**src/rtl/mvm_stream_ctrl.sv**
```systemverilog
// Byte-stream operand sequencer for the 3x3 matrix-vector datapath; MVM_CTRL_MATRIX_REUSE_EN adds vector-only frames.
// Results captured MVM_LAT+1 edges after the last byte; in_ready low in WAIT/OUT, out_ready low holds the word.
module mvm_stream_ctrl #(
  parameter int DW      = 8,
  parameter int RW      = 16,
  parameter int MVM_LAT = 1
) (
  input  logic              clk,
  input  logic              rst,
  input  logic              in_valid,
  output logic              in_ready,
  input  logic [DW-1:0]     in_data,
  output logic              out_valid,
  input  logic              out_ready,
  output logic [RW-1:0]     out_data,
  output logic [1:0]        out_idx,
  output logic              out_last,
  output logic [9*DW-1:0]   mat_o,
  output logic [3*DW-1:0]   vec_o,
  input  logic [3*RW-1:0]   res_i,
  output logic              busy
`ifdef MVM_CTRL_MATRIX_REUSE_EN
  ,
  input  logic              in_vec_only
`endif
);

  typedef enum logic [1:0] {S_IDLE, S_LOAD, S_WAIT, S_OUT} state_t;

  state_t            r_state;
  state_t            w_next;
  logic [3:0]        r_idx;
  logic [3:0]        r_cnt;
  logic [1:0]        r_oidx;
  logic [RW-1:0]     r_res [3];
  logic [9*DW-1:0]   r_mat;
  logic [3*DW-1:0]   r_vec;
  logic              w_in_acc;
  logic              w_out_acc;
  logic              w_vec_only;
  logic              w_load_done;
  logic [3:0]        w_wr_idx;

`ifdef MVM_CTRL_MATRIX_REUSE_EN
  logic r_mat_loaded;
  assign w_vec_only = in_vec_only & r_mat_loaded;
`else
  assign w_vec_only = 1'b0;
`endif

  assign w_in_acc    = in_valid & in_ready;
  assign w_out_acc   = out_valid & out_ready;
  // A vector-only frame starts writing at v0 instead of m00.
  assign w_wr_idx    = (r_state == S_IDLE && w_vec_only) ? 4'd9 : r_idx;
  assign w_load_done = w_in_acc && (w_wr_idx == 4'd11);

  always_ff @(posedge clk or posedge rst) begin
    if (rst) r_state <= S_IDLE;
    else     r_state <= w_next;
  end

  always_comb begin
    w_next = r_state;
    case (r_state)
      S_IDLE: if (w_in_acc)                      w_next = S_LOAD;
      S_LOAD: if (w_load_done)                   w_next = S_WAIT;
      S_WAIT: if (r_cnt == 4'd0)                 w_next = S_OUT;
      S_OUT:  if (w_out_acc && r_oidx == 2'd2)   w_next = S_IDLE;
      default:                                   w_next = S_IDLE;
    endcase
  end

  always_comb begin
    in_ready  = ~rst & (r_state == S_IDLE || r_state == S_LOAD);
    out_valid = (r_state == S_OUT);
    busy      = (r_state != S_IDLE);
    out_last  = (r_state == S_OUT) && (r_oidx == 2'd2);
    out_idx   = r_oidx;
    out_data  = '0;
    if (r_state == S_OUT) begin
      case (r_oidx)
        2'd0:    out_data = r_res[0];
        2'd1:    out_data = r_res[1];
        default: out_data = r_res[2];
      endcase
    end
  end

  always_ff @(posedge clk or posedge rst) begin
    if (rst) begin
      r_idx  <= '0;
      r_cnt  <= '0;
      r_oidx <= '0;
      r_mat  <= '0;
      r_vec  <= '0;
      for (int i = 0; i < 3; i++) r_res[i] <= '0;
    end else begin
      if (w_in_acc) begin
        for (int k = 0; k < 9; k++)
          if (w_wr_idx == 4'(k)) r_mat[k*DW +: DW] <= in_data;
        for (int k = 0; k < 3; k++)
          if (w_wr_idx == 4'(k + 9)) r_vec[k*DW +: DW] <= in_data;
        r_idx <= w_load_done ? 4'd0 : w_wr_idx + 4'd1;
      end
      if (w_load_done)
        r_cnt <= 4'(MVM_LAT);
      else if (r_state == S_WAIT && r_cnt != 4'd0)
        r_cnt <= r_cnt - 4'd1;
      if (r_state == S_WAIT && r_cnt == 4'd0)
        for (int i = 0; i < 3; i++) r_res[i] <= res_i[i*RW +: RW];
      if (w_out_acc)
        r_oidx <= (r_oidx == 2'd2) ? 2'd0 : r_oidx + 2'd1;
    end
  end

`ifdef MVM_CTRL_MATRIX_REUSE_EN
  always_ff @(posedge clk or posedge rst) begin
    if (rst)              r_mat_loaded <= 1'b0;
    else if (w_load_done) r_mat_loaded <= 1'b1;
  end
`endif

  assign mat_o = r_mat;
  assign vec_o = r_vec;

endmodule

```
**config.mk**
```make
export PLATFORM = sky130hd
export DESIGN_NAME = mvm_stream_ctrl
export DESIGN_NICKNAME = d
export VERILOG_FILES = /design/src/rtl/mvm_stream_ctrl.sv
export SDC_FILE = /design/constraint.sdc
export NUM_CORES = 1
export LEC_CHECK = 0
export ABC_CLOCK_PERIOD_IN_PS = 16600
export CAP_MARGIN = 10
export CORE_MARGIN = 1.5
export CORE_UTILIZATION = 39
export DETAILED_ROUTE_END_ITERATION = 10
export HOLD_SLACK_MARGIN = 0.15
export PLACE_DENSITY = 0.64
export SYNTH_ARGS = -nofsm -noshare
export SYNTH_HDL_FRONTEND = slang
export SYNTH_SLANG_ARGS = --single-unit
```
**constraint.sdc**
```tcl
create_clock -name clk -period 16.6 [get_ports clk]
set_clock_uncertainty 0.2 [all_clocks]
set_input_delay 3.32 -clock clk [delete_from_list [all_inputs] [get_ports clk]]
set_output_delay 3.32 -clock clk [all_outputs]
set_load 0.005 [all_outputs]
```
==> metrics, run 1 <==
CP Cell Sequence=clkdlybuf4s50_1, nor2_1, clkdlybuf4s50_1; worst path required time=roughly 13000 ps; postcts setup bufs=0; setup violators final=0; Placeable Area=16580 sq um; via/cell ratio=between 4 and 5; CP max stage cell=clkdlybuf4s50_1; commonest non-fill, non-tap cell in the layout=clkdlybuf4s50_1; Hold Path Class=reg2reg; synthesized cell area=6619 sq um; initial antenna violation count=0; Total GRT Usage=0.1828; Slew HR=0.2351; Pwr per Cell Area=154.9 nW/um^2; Inserted Clock Buffers=17; diodes inserted=0; CTS tree=built; Fin. Hold Viols=0; Worst path most repeated cell=clkdlybuf4s50_1; CTS Root Cell=clkbuf_16; status=complete, no violations; total number of vias=4293; DP HPWL=about 11 mm; row count=47; Max Cap Viol=0; GP Congestion=between 0.7 and 0.8; hold-fix buffers at CTS=0; final wirelength=15.72 mm; worst path arrival time=around 4700 ps; first-pass GRT wire length=between 20 and 25 mm; DR DRC count=0; maximum clock frequency=around 120 MHz; RSZ-0062 raised after global routing=no; Nets=716; DR iter-0 viols=149; CP max FO=9; vias in the first global route=4544; fraction of layout cells with a size suffix above 1=0.2903; Worst R2R Start=r_state[0]$_DFFE_PP0P_; max-slew violations=0; Top delay family on crit path=buffers and inverters; Worst VDD drop=73.62 uV; Initial Util=0.3991; clock sink count=156; pin count of the biggest net entering global routing=100; most frequent cells in the layout=clkdlybuf4s50_1, dfrtp_1, mux2_2; Mapped Avg Cell Area=14.08 sq um; Setup Total Neg Slack=0 ps; Yosys cell types=36; worst-skew pair later-pin latency=420 ps; Seq cells post-synth=156; fin crit period=8198 ps; Bufs and invs on worst path=2; DIE AREA=17760 sq um; CP max stage delay=640 ps; Syn Inst Count=470; # H-tree levels=4; deepest clock path buffer count=2; Tcrit/Tclk final=0.4938; Die Y=133.3 um; Post-DRT Antenna Nets=0; # port buffers=roughly 180; WS Path Type=in2out; Die W=roughly 130 um; slew of the pin with the lowest slew margin=1147 ps; Async SR Flop Fraction=1.000; Reg clk slew, reported paths=approximately 60 ps; Ys Warns=0; sequential element share of the synthesized area=0.5898; Area Overhead vs Synth=38.09%; LEAKAGE=4.163 nW; Syn Nets=approximately 540; Core Util, Final=0.5512; min-delay src=mat_o[15]$_DFFE_PP0P_; EDFF count, synth=0; io pins=178; DR WL/cell=17.90 um; startpoint types=input port; Setup crit start=rst; TritonRoute pass-1 iters=4; main flop type after synthesis=dfrtp_1; Setup crit end kind=output pin; Resize count post-CTS=0; grt ovf=0
## sequential cells by signal (all words and copies together), names as in the netlist
register  count
vec_o        24
r_cnt         4
out_idx       2
r_state       2
r_idx         4
mat_o        72
r_res        48
## cell usage after synthesis (2+ instances only)
library cell  instances  share of area
dfrtp_1             156           0.59
mux2i_1              17          0.026
nand3_1               3         0.0023
ha_1                 11          0.021
buf_4                 3         0.0034
nor3_1                3         0.0023
nor2_1               11         0.0062
and2_1               16          0.015
o21ai_0              18          0.014
mux2_2              144           0.24
buf_2                 8         0.0060
nand3_2               3         0.0045
a21o_1                2         0.0023
mux2_1                2         0.0034
inv_1                 9         0.0051
nand2b_1              2         0.0019
xor2_1                2         0.0026
clkbuf_1             13         0.0074
nand2_1              30          0.017
## final cells by class
class | instances | area, sq um
fillers | 1441 | 7443
flip-flops and latches | 156 | 3904
multi-input cells | 281 | 2577
repair buffers | 180 | 1794
clock buffers | 18 | 439.2
well taps | 220 | 275.3
clock inverters | 14 | 111.4
inverters | 9 | 38.79
## cell families (layout without fill, tap and decap cells)
family,count (synthesis),in the layout,share of synthesized area
AND/OR/NAND/NOR,79,79,0.06749
XOR/XNOR,3,3,0.003970
flip-flops,156,156,0.5898
buffers and inverters,33,221,0.02193
adder cells (fa/ha/maj),11,11,0.02079
multiplexers,163,163,0.2741
AO/OA/AOI/OAI,25,25,0.02193
## routing by layer
layer	wire, um	GRT usage
met4	192	0.05797
met2	7507	0.2959
met5	0	0
met1	6641	0.2218
met3	1375	0.07763
## through the flow
step | instance area (sq um) | instances | power, mW | hold slack [ps] | setup WS, ps
CTS | 9140 | 878 | 1.437 | 296.4 | 8390
detailed placement | 8589 | 846 | 1.070 | 286.4 | 8382
global route | 9140 | 878 | 1.503 | 303.1 | 8338
floorplan | 6619 | 470 | 0.8277 | 279.9 | 8409
global placement | 8589 | 846 | 1.051 | 277.3 | 8425
finish | 9140 | 878 | 1.416 | 290.6 | 8402
## report_power, final
group	switching [mW]	leakage, nW	internal [mW]
Combinational	0.158	1.84	0.294
Clock	0.160	0.258	0.197
Sequential	0.0945	2.06	0.512
## worst paths after layout
path,endpoint,slack [ps],cells past startpoint
setup reg to reg,mat_o[25]$_DFFE_PP0P_,14150,6
hold / removal,mat_o[15]$_DFFE_PP0P_,290,1
max in group asynchronous,r_idx[0]$_DFFE_PP0P_,11310,3
hold reg to reg,mat_o[15]$_DFFE_PP0P_,290,1
setup / recovery,in_ready,8400,3
min in group asynchronous,mat_o[24]$_DFFE_PP0P_,3570,2
Note: power is estimated with default switching activity, not from simulation.
==> run 2: changes to the inputs <==
Settings changed: ABC_CLOCK_PERIOD_IN_PS 16600 to 6780, PLACE_DENSITY 0.64 to 0.66.
Clock period 16.6 ns to 6.78 ns, I/O delays scaled along.
==> run 2 against run 1 <==
Effect of this change: register-to-register slack got worse by 9800 ps; flip-flop and latch count unchanged; die area is the same; clock power rose to 2.5 times the previous value; via count down 0.42%; combinational power increased by 150%; sequential share of layout area decreased by 0.070 points; non-clock buffer count stayed put; worst hold slack better by 12 ps; critical endpoint unchanged; sequential power rose by 140%; cell count is the same; critical path depth is the same; highest routed layer unchanged.
==> metrics, run 2 (synthesis gave the netlist of run 1 again) <==
DR DRC count=0 (unchanged); Setup Total Neg Slack=0 ps (unchanged); Sw Ratio=0.2903 (-0.001025); # H-tree levels=4 (unchanged); hold-fix buffers at CTS=0 (unchanged); maximum clock frequency=~230 MHz; CTS tree=built; deepest clock path buffer count=2 (unchanged); Fin. Hold Viols=0 (unchanged); Tcrit/Tclk final=0.6318; Setup crit start=rst; Die W=133.3 um (unchanged); vias in the first global route=4707 (+3.6%); RSZ-0062 raised after global routing=no; DIE AREA=17760 sq um (unchanged); final wirelength=15.50 mm (-1.4%); via/cell ratio=4.869 (-0.42%); Worst VDD drop=205.9 uV (+180%); max-slew violations=0 (unchanged); worst path required time=5220 ps (-7860 ps); Post-DRT Antenna Nets=0 (unchanged); Critical R2R Capture=mat_o[26]$_DFFE_PP0P_; Max Cap Viol=0 (unchanged); Inserted Clock Buffers=17 (unchanged); sequential power share=0.424 (-0.004); worst path arrival time=2730 ps (-1950 ps); r2r setup slk=4320 ps (-9830 ps); Resize count post-CTS=0 (unchanged); CTS Root Cell=clkbuf_16; fin crit period=4283 ps; most frequent cells in the layout=clkdlybuf4s50_1, dfrtp_1, mux2_2; initial antenna violation count=0 (unchanged); switching power=1.016 mW (+150%); Hold Path Class=reg2reg; TritonRoute pass-1 iters=4 (unchanged); total number of vias=4275 (-0.42%); # port buffers=177 (unchanged); dpl cell area=8589 sq um (unchanged); GP Congestion=0.7761 (-0.65%); status=complete, no violations; pin count of the biggest net entering global routing=91 (-9.0%); Hold Path Depth=1 (unchanged); commonest non-fill, non-tap cell in the layout=clkdlybuf4s50_1; Setup crit end kind=output pin; internal cell power=2.484 mW (+150%); first-pass GRT wire length=25.31 mm (+2.5%); worst-skew pair later-pin latency=420 ps (about the same); postcts setup bufs=0 (unchanged); setup violators final=0 (unchanged); Placeable Area=16580 sq um (unchanged); area of the multi-input gates=2577 sq um (unchanged); Pwr per Cell Area=382.3 nW/um^2 (+150%); io pins=178 (unchanged); startpoint types=input port; Core Util, Final=0.5521 (+0.0009060); row count=47 (unchanged); Clock power frac=0.258 (+0.005); Worst R2R Start=r_state[0]$_DFFE_PP0P_; CP max FO=9 (unchanged); clock sink count=156 (unchanged); Slew HR=0.2609 (+0.02586); DR WL/cell=17.65 um (-1.4%); DR iter-0 viols=145 (-2.7%); Critical Path Sink=in_ready; Nets=716 (unchanged); diodes inserted=0 (unchanged); Initial Util=0.3991 (unchanged); slew of the pin with the lowest slew margin=1109 ps (-38.79 ps); Total GRT Usage=0.1843 (+0.001490); max reg flops=72 (unchanged); LEAKAGE=4.177 nW (+0.34%); Sequential Area=3904 sq um (unchanged); grt ovf=0 (unchanged); Die Y=133.3 um (unchanged); WS Path Type=in2out; Area Overhead vs Synth=38.32%; fraction of layout cells with a size suffix above 1=0.2903 (unchanged); Final Instance Area=9155 sq um (+0.16%); Reg clk slew, reported paths=60 ps (about the same); DP HPWL=10.65 mm (-1.0%); Filler Cells Inserted=1398 (-3.0%); cells on worst reg2reg path=6 (unchanged); Gate power share=0.318 (about the same)
[run 2: cell count changes in the layout (fill, tap and decap cells not counted)]
| cell | previous run | this run |
|---|---|---|
| bufinv_16 | 0 | 1 |
| clkbuf_8 | 1 | 0 |
| clkinv_2 | 2 | 3 |
| clkinv_4 | 2 | 4 |
| clkinvlp_4 | 5 | 3 |
| inv_6 | 5 | 4 |
[run 2: worst min path at each step]
stage | start | endpoint | slack (ps)
after global placement | mat_o[15]$_DFFE_PP0P_ | mat_o[15]$_DFFE_PP0P_ | 290
after detailed placement | mat_o[64]$_DFFE_PP0P_ | mat_o[64]$_DFFE_PP0P_ | 290
after floorplan | r_res[36]$_DFFE_PP0P_ | r_res[36]$_DFFE_PP0P_ | 280
final | r_res[17]$_DFFE_PP0P_ | r_res[17]$_DFFE_PP0P_ | 300
after global routing | r_res[40]$_DFFE_PP0P_ | r_res[40]$_DFFE_PP0P_ | 320
after CTS | mat_o[64]$_DFFE_PP0P_ | mat_o[64]$_DFFE_PP0P_ | 310
[run 2: power groups by stage]
stage	logic [mW]	clock network, mW	registers [mW]
4_1_cts	1.13	0.929	1.49
3_5_place_dp	1.12	0	1.50
2_1_floorplan	0.603	0	1.42
3_3_place_gp	1.09	0	1.48
5_1_grt	1.22	0.974	1.53
6_report	1.11	0.904	1.48
[run 2: worst max-delay path, cell delays in order]
cell	delay (ps)
clkdlybuf4s50_1	660
nor2_1	190
clkdlybuf4s50_1	520
[run 2: through the flow]
step / cells / hold slack (ps) / worst slack (ps) / power (mW)
2_1_floorplan: 470 / 279.9 / 552.7 / 2.027
3_3_place_gp: 846 / 286.4 / 2520 / 2.576
3_5_place_dp: 846 / 292.6 / 2495 / 2.620
4_1_cts: 878 / 306.8 / 2494 / 3.546
5_1_grt: 878 / 315.6 / 2443 / 3.725
6_report: 878 / 302.9 / 2497 / 3.500
[run 2: layout make-up]
| class | count | share of cell area |
|---|---|---|
| tap | 220 | 0.03007 |
| multi-input combinational | 281 | 0.2815 |
| sequential | 156 | 0.4264 |
| timing repair buffer | 180 | 0.1960 |
| clock inverter | 15 | 0.01531 |
| inverter | 9 | 0.004237 |
| clock buffer | 17 | 0.04647 |
[run 2: metal layers]
layer,GRT usage,up-vias,part of all wire
li1,-,1991,-
met1,0.2267,2130,0.42
met2,0.2974,132,0.48
met3,0.06963,22,0.081
met4,0.06643,0,0.015
met5,0,-,0
==> run 3: changes to the inputs <==
Settings changed: ABC_CLOCK_PERIOD_IN_PS 6780 to 3700.
Clock period 6.78 ns to 3.7 ns, I/O delays scaled along.
==> run 3 against run 2 <==
Effect of this change: critical path depth rose by 1; largest power group unchanged; critical endpoint is now out_data[7]; largest cell class unchanged; worst hold slack improved by 2.1 ps; final area rose by 0.25%; highest routed layer unchanged.
==> metrics, run 3 (synthesis gave the netlist of run 1 again) <==
CTS Root Cell=clkbuf_16; startpoint types=register; via/cell ratio=4.927 (+1.2%); Total GRT Usage=0.1843 (about the same); CP Cell Sequence=mux2i_1, o21ai_0, and2_1, clkdlybuf4s50_1; Placeable Area=16580 sq um (unchanged); max reg flops=72 (unchanged); # port buffers=177 (unchanged); Worst VDD drop=329.0 uV (+60%); Inserted Clock Buffers=17 (unchanged); CP max FO=21 (+12); first-pass GRT wire length=25.22 mm (-0.36%); final wirelength=15.88 mm (+2.4%); vias in the first global route=4656 (-1.1%); hold-fix buffers at CTS=0 (unchanged); io pins=178 (unchanged); setup violators final=0 (unchanged); Max Cap Viol=0 (unchanged); Resize count post-CTS=0 (unchanged); worst-skew pair later-pin latency=420 ps (about the same); CP max stage cell=dfrtp_2; most frequent cells in the layout=clkdlybuf4s50_1, dfrtp_1, mux2_2; CTS tree=built; DR WL/cell=18.08 um (+2.4%); WS Path Type=reg2out; slew of the pin with the lowest slew margin=839.4 ps (-269.2 ps); Post-DRT Antenna Nets=0 (unchanged); Hold Path Class=reg2reg; DR iter-0 viols=125 (-14%); final worst slack=565.1 ps (-1932 ps); Die W=133.3 um (unchanged); postcts setup bufs=0 (unchanged); status=complete, no violations; Area Overhead vs Synth=38.66%; Pwr per Cell Area=695.8 nW/um^2 (+82%); LEAKAGE=4.170 nW (-0.18%); Initial Util=0.3991 (unchanged); fraction of layout cells with a size suffix above 1=0.2933 (+0.003040); Reg clk slew, reported paths=60 ps (about the same); DR DRC count=0 (unchanged); deepest clock path buffer count=2 (unchanged); DP HPWL=10.75 mm (+0.97%); dpl ws=617.4 ps (-1878 ps); initial antenna violation count=0 (unchanged); Tcrit/Tclk final=0.8473; diodes inserted=0 (unchanged); grt ovf=0 (unchanged); GP Congestion=0.7891 (+1.7%); Setup Total Neg Slack=0 ps (unchanged); Setup crit end kind=output pin; commonest non-fill, non-tap cell in the layout=clkdlybuf4s50_1; worst path arrival time=2190 ps (-540 ps); clock sink count=156 (unchanged); max-slew violations=0 (unchanged); Slew HR=0.4404 (+0.1794); TritonRoute pass-1 iters=4 (unchanged); total number of vias=4326 (+1.2%); Die Y=133.3 um (unchanged); Core Util, Final=0.5534 (+0.001358); Fin. Hold Viols=0 (unchanged); # H-tree levels=4 (unchanged); fin crit period=3135 ps; worst path required time=2760 ps (-2460 ps); pin count of the biggest net entering global routing=157 (+73%); CP max stage delay=760 ps (+100 ps); Nets=716 (unchanged); RSZ-0062 raised after global routing=no; total power=6.386 mW (+82%); maximum clock frequency=319.0 MHz; DIE AREA=17760 sq um (unchanged); row count=47 (unchanged)
-- run 3: cell count changes in the layout (fill, tap and decap cells not counted) --
cell | before | now
o21ai_1 | 0 | 1
bufinv_16 | 1 | 0
clkinvlp_4 | 3 | 5
clkbuf_8 | 0 | 1
buf_12 | 0 | 2
dfrtp_1 | 156 | 155
clkinv_4 | 4 | 3
buf_4 | 3 | 1
nor3_4 | 0 | 1
clkinv_2 | 3 | 2
nor3_1 | 3 | 2
o21ai_0 | 18 | 17
dfrtp_2 | 0 | 1
-- run 3: path summary, 6_finish.rpt --
| path | startpoint | to | slack [ps] | cells after the start |
|---|---|---|---|---|
| min in group asynchronous | rst | r_res[3]$_DFFE_PP0P_ | 1050 | 3 |
| worst min register to register | vec_o[11]$_DFFE_PP0P_ | vec_o[11]$_DFFE_PP0P_ | 310 | 1 |
| worst max-delay path | out_idx[0]$_DFFE_PP0N_ | out_data[7] | 570 | 4 |
| max in group asynchronous | rst | mat_o[65]$_DFFE_PP0P_ | 1610 | 3 |
| worst max register to register | r_cnt[0]$_DFFE_PP0P_ | r_res[18]$_DFFE_PP0P_ | 1110 | 6 |
| worst min-delay path | vec_o[11]$_DFFE_PP0P_ | vec_o[11]$_DFFE_PP0P_ | 310 | 1 |
-- run 3: metal layers --
metal,wire length [um],track usage
met1,6719,0.2201
met2,7564,0.3028
met3,1425,0.07915
met4,170,0.05556
met5,0,0
-- run 3: report_power, final --
group / leakage, nW / switching (mW) / internal, mW / total, mW
combinational: 1.85 / 0.750 / 1.33 / 2.08
sequential: 2.06 / 0.397 / 2.30 / 2.70
clock: 0.262 / 0.725 / 0.888 / 1.61
total: 4.17 / 1.87 / 4.51 / 6.39
-- run 3: critical path: cells and delay by family, from the launching register on --
| family | cells | cell delay, ps |
|---|---|---|
| AO/OA/AOI/OAI | 1 | 180 |
| buffers and inverters | 1 | 500 |
| flip-flops | 1 | 760 |
| multiplexers | 1 | 160 |
| AND/OR/NAND/NOR | 1 | 170 |
-- run 3: area by class of cell --
class / count / area, sq um
well taps: 220 / 275.3
fillers: 1419 / 7406
multi-input cells: 281 / 2589
clock buffers: 18 / 439.2
repair buffers: 180 / 1819
inverters: 9 / 37.54
clock inverters: 14 / 112.6
flip-flops and latches: 156 / 3905
-- run 3: through the flow --
step,hold slack [ps],cells,instance area (sq um)
finish,305.1,878,9178
CTS,307.7,878,9176
floorplan,279.9,470,6655
global placement,276.4,846,8625
global route,314.0,878,9178
detailed placement,292.3,846,8625
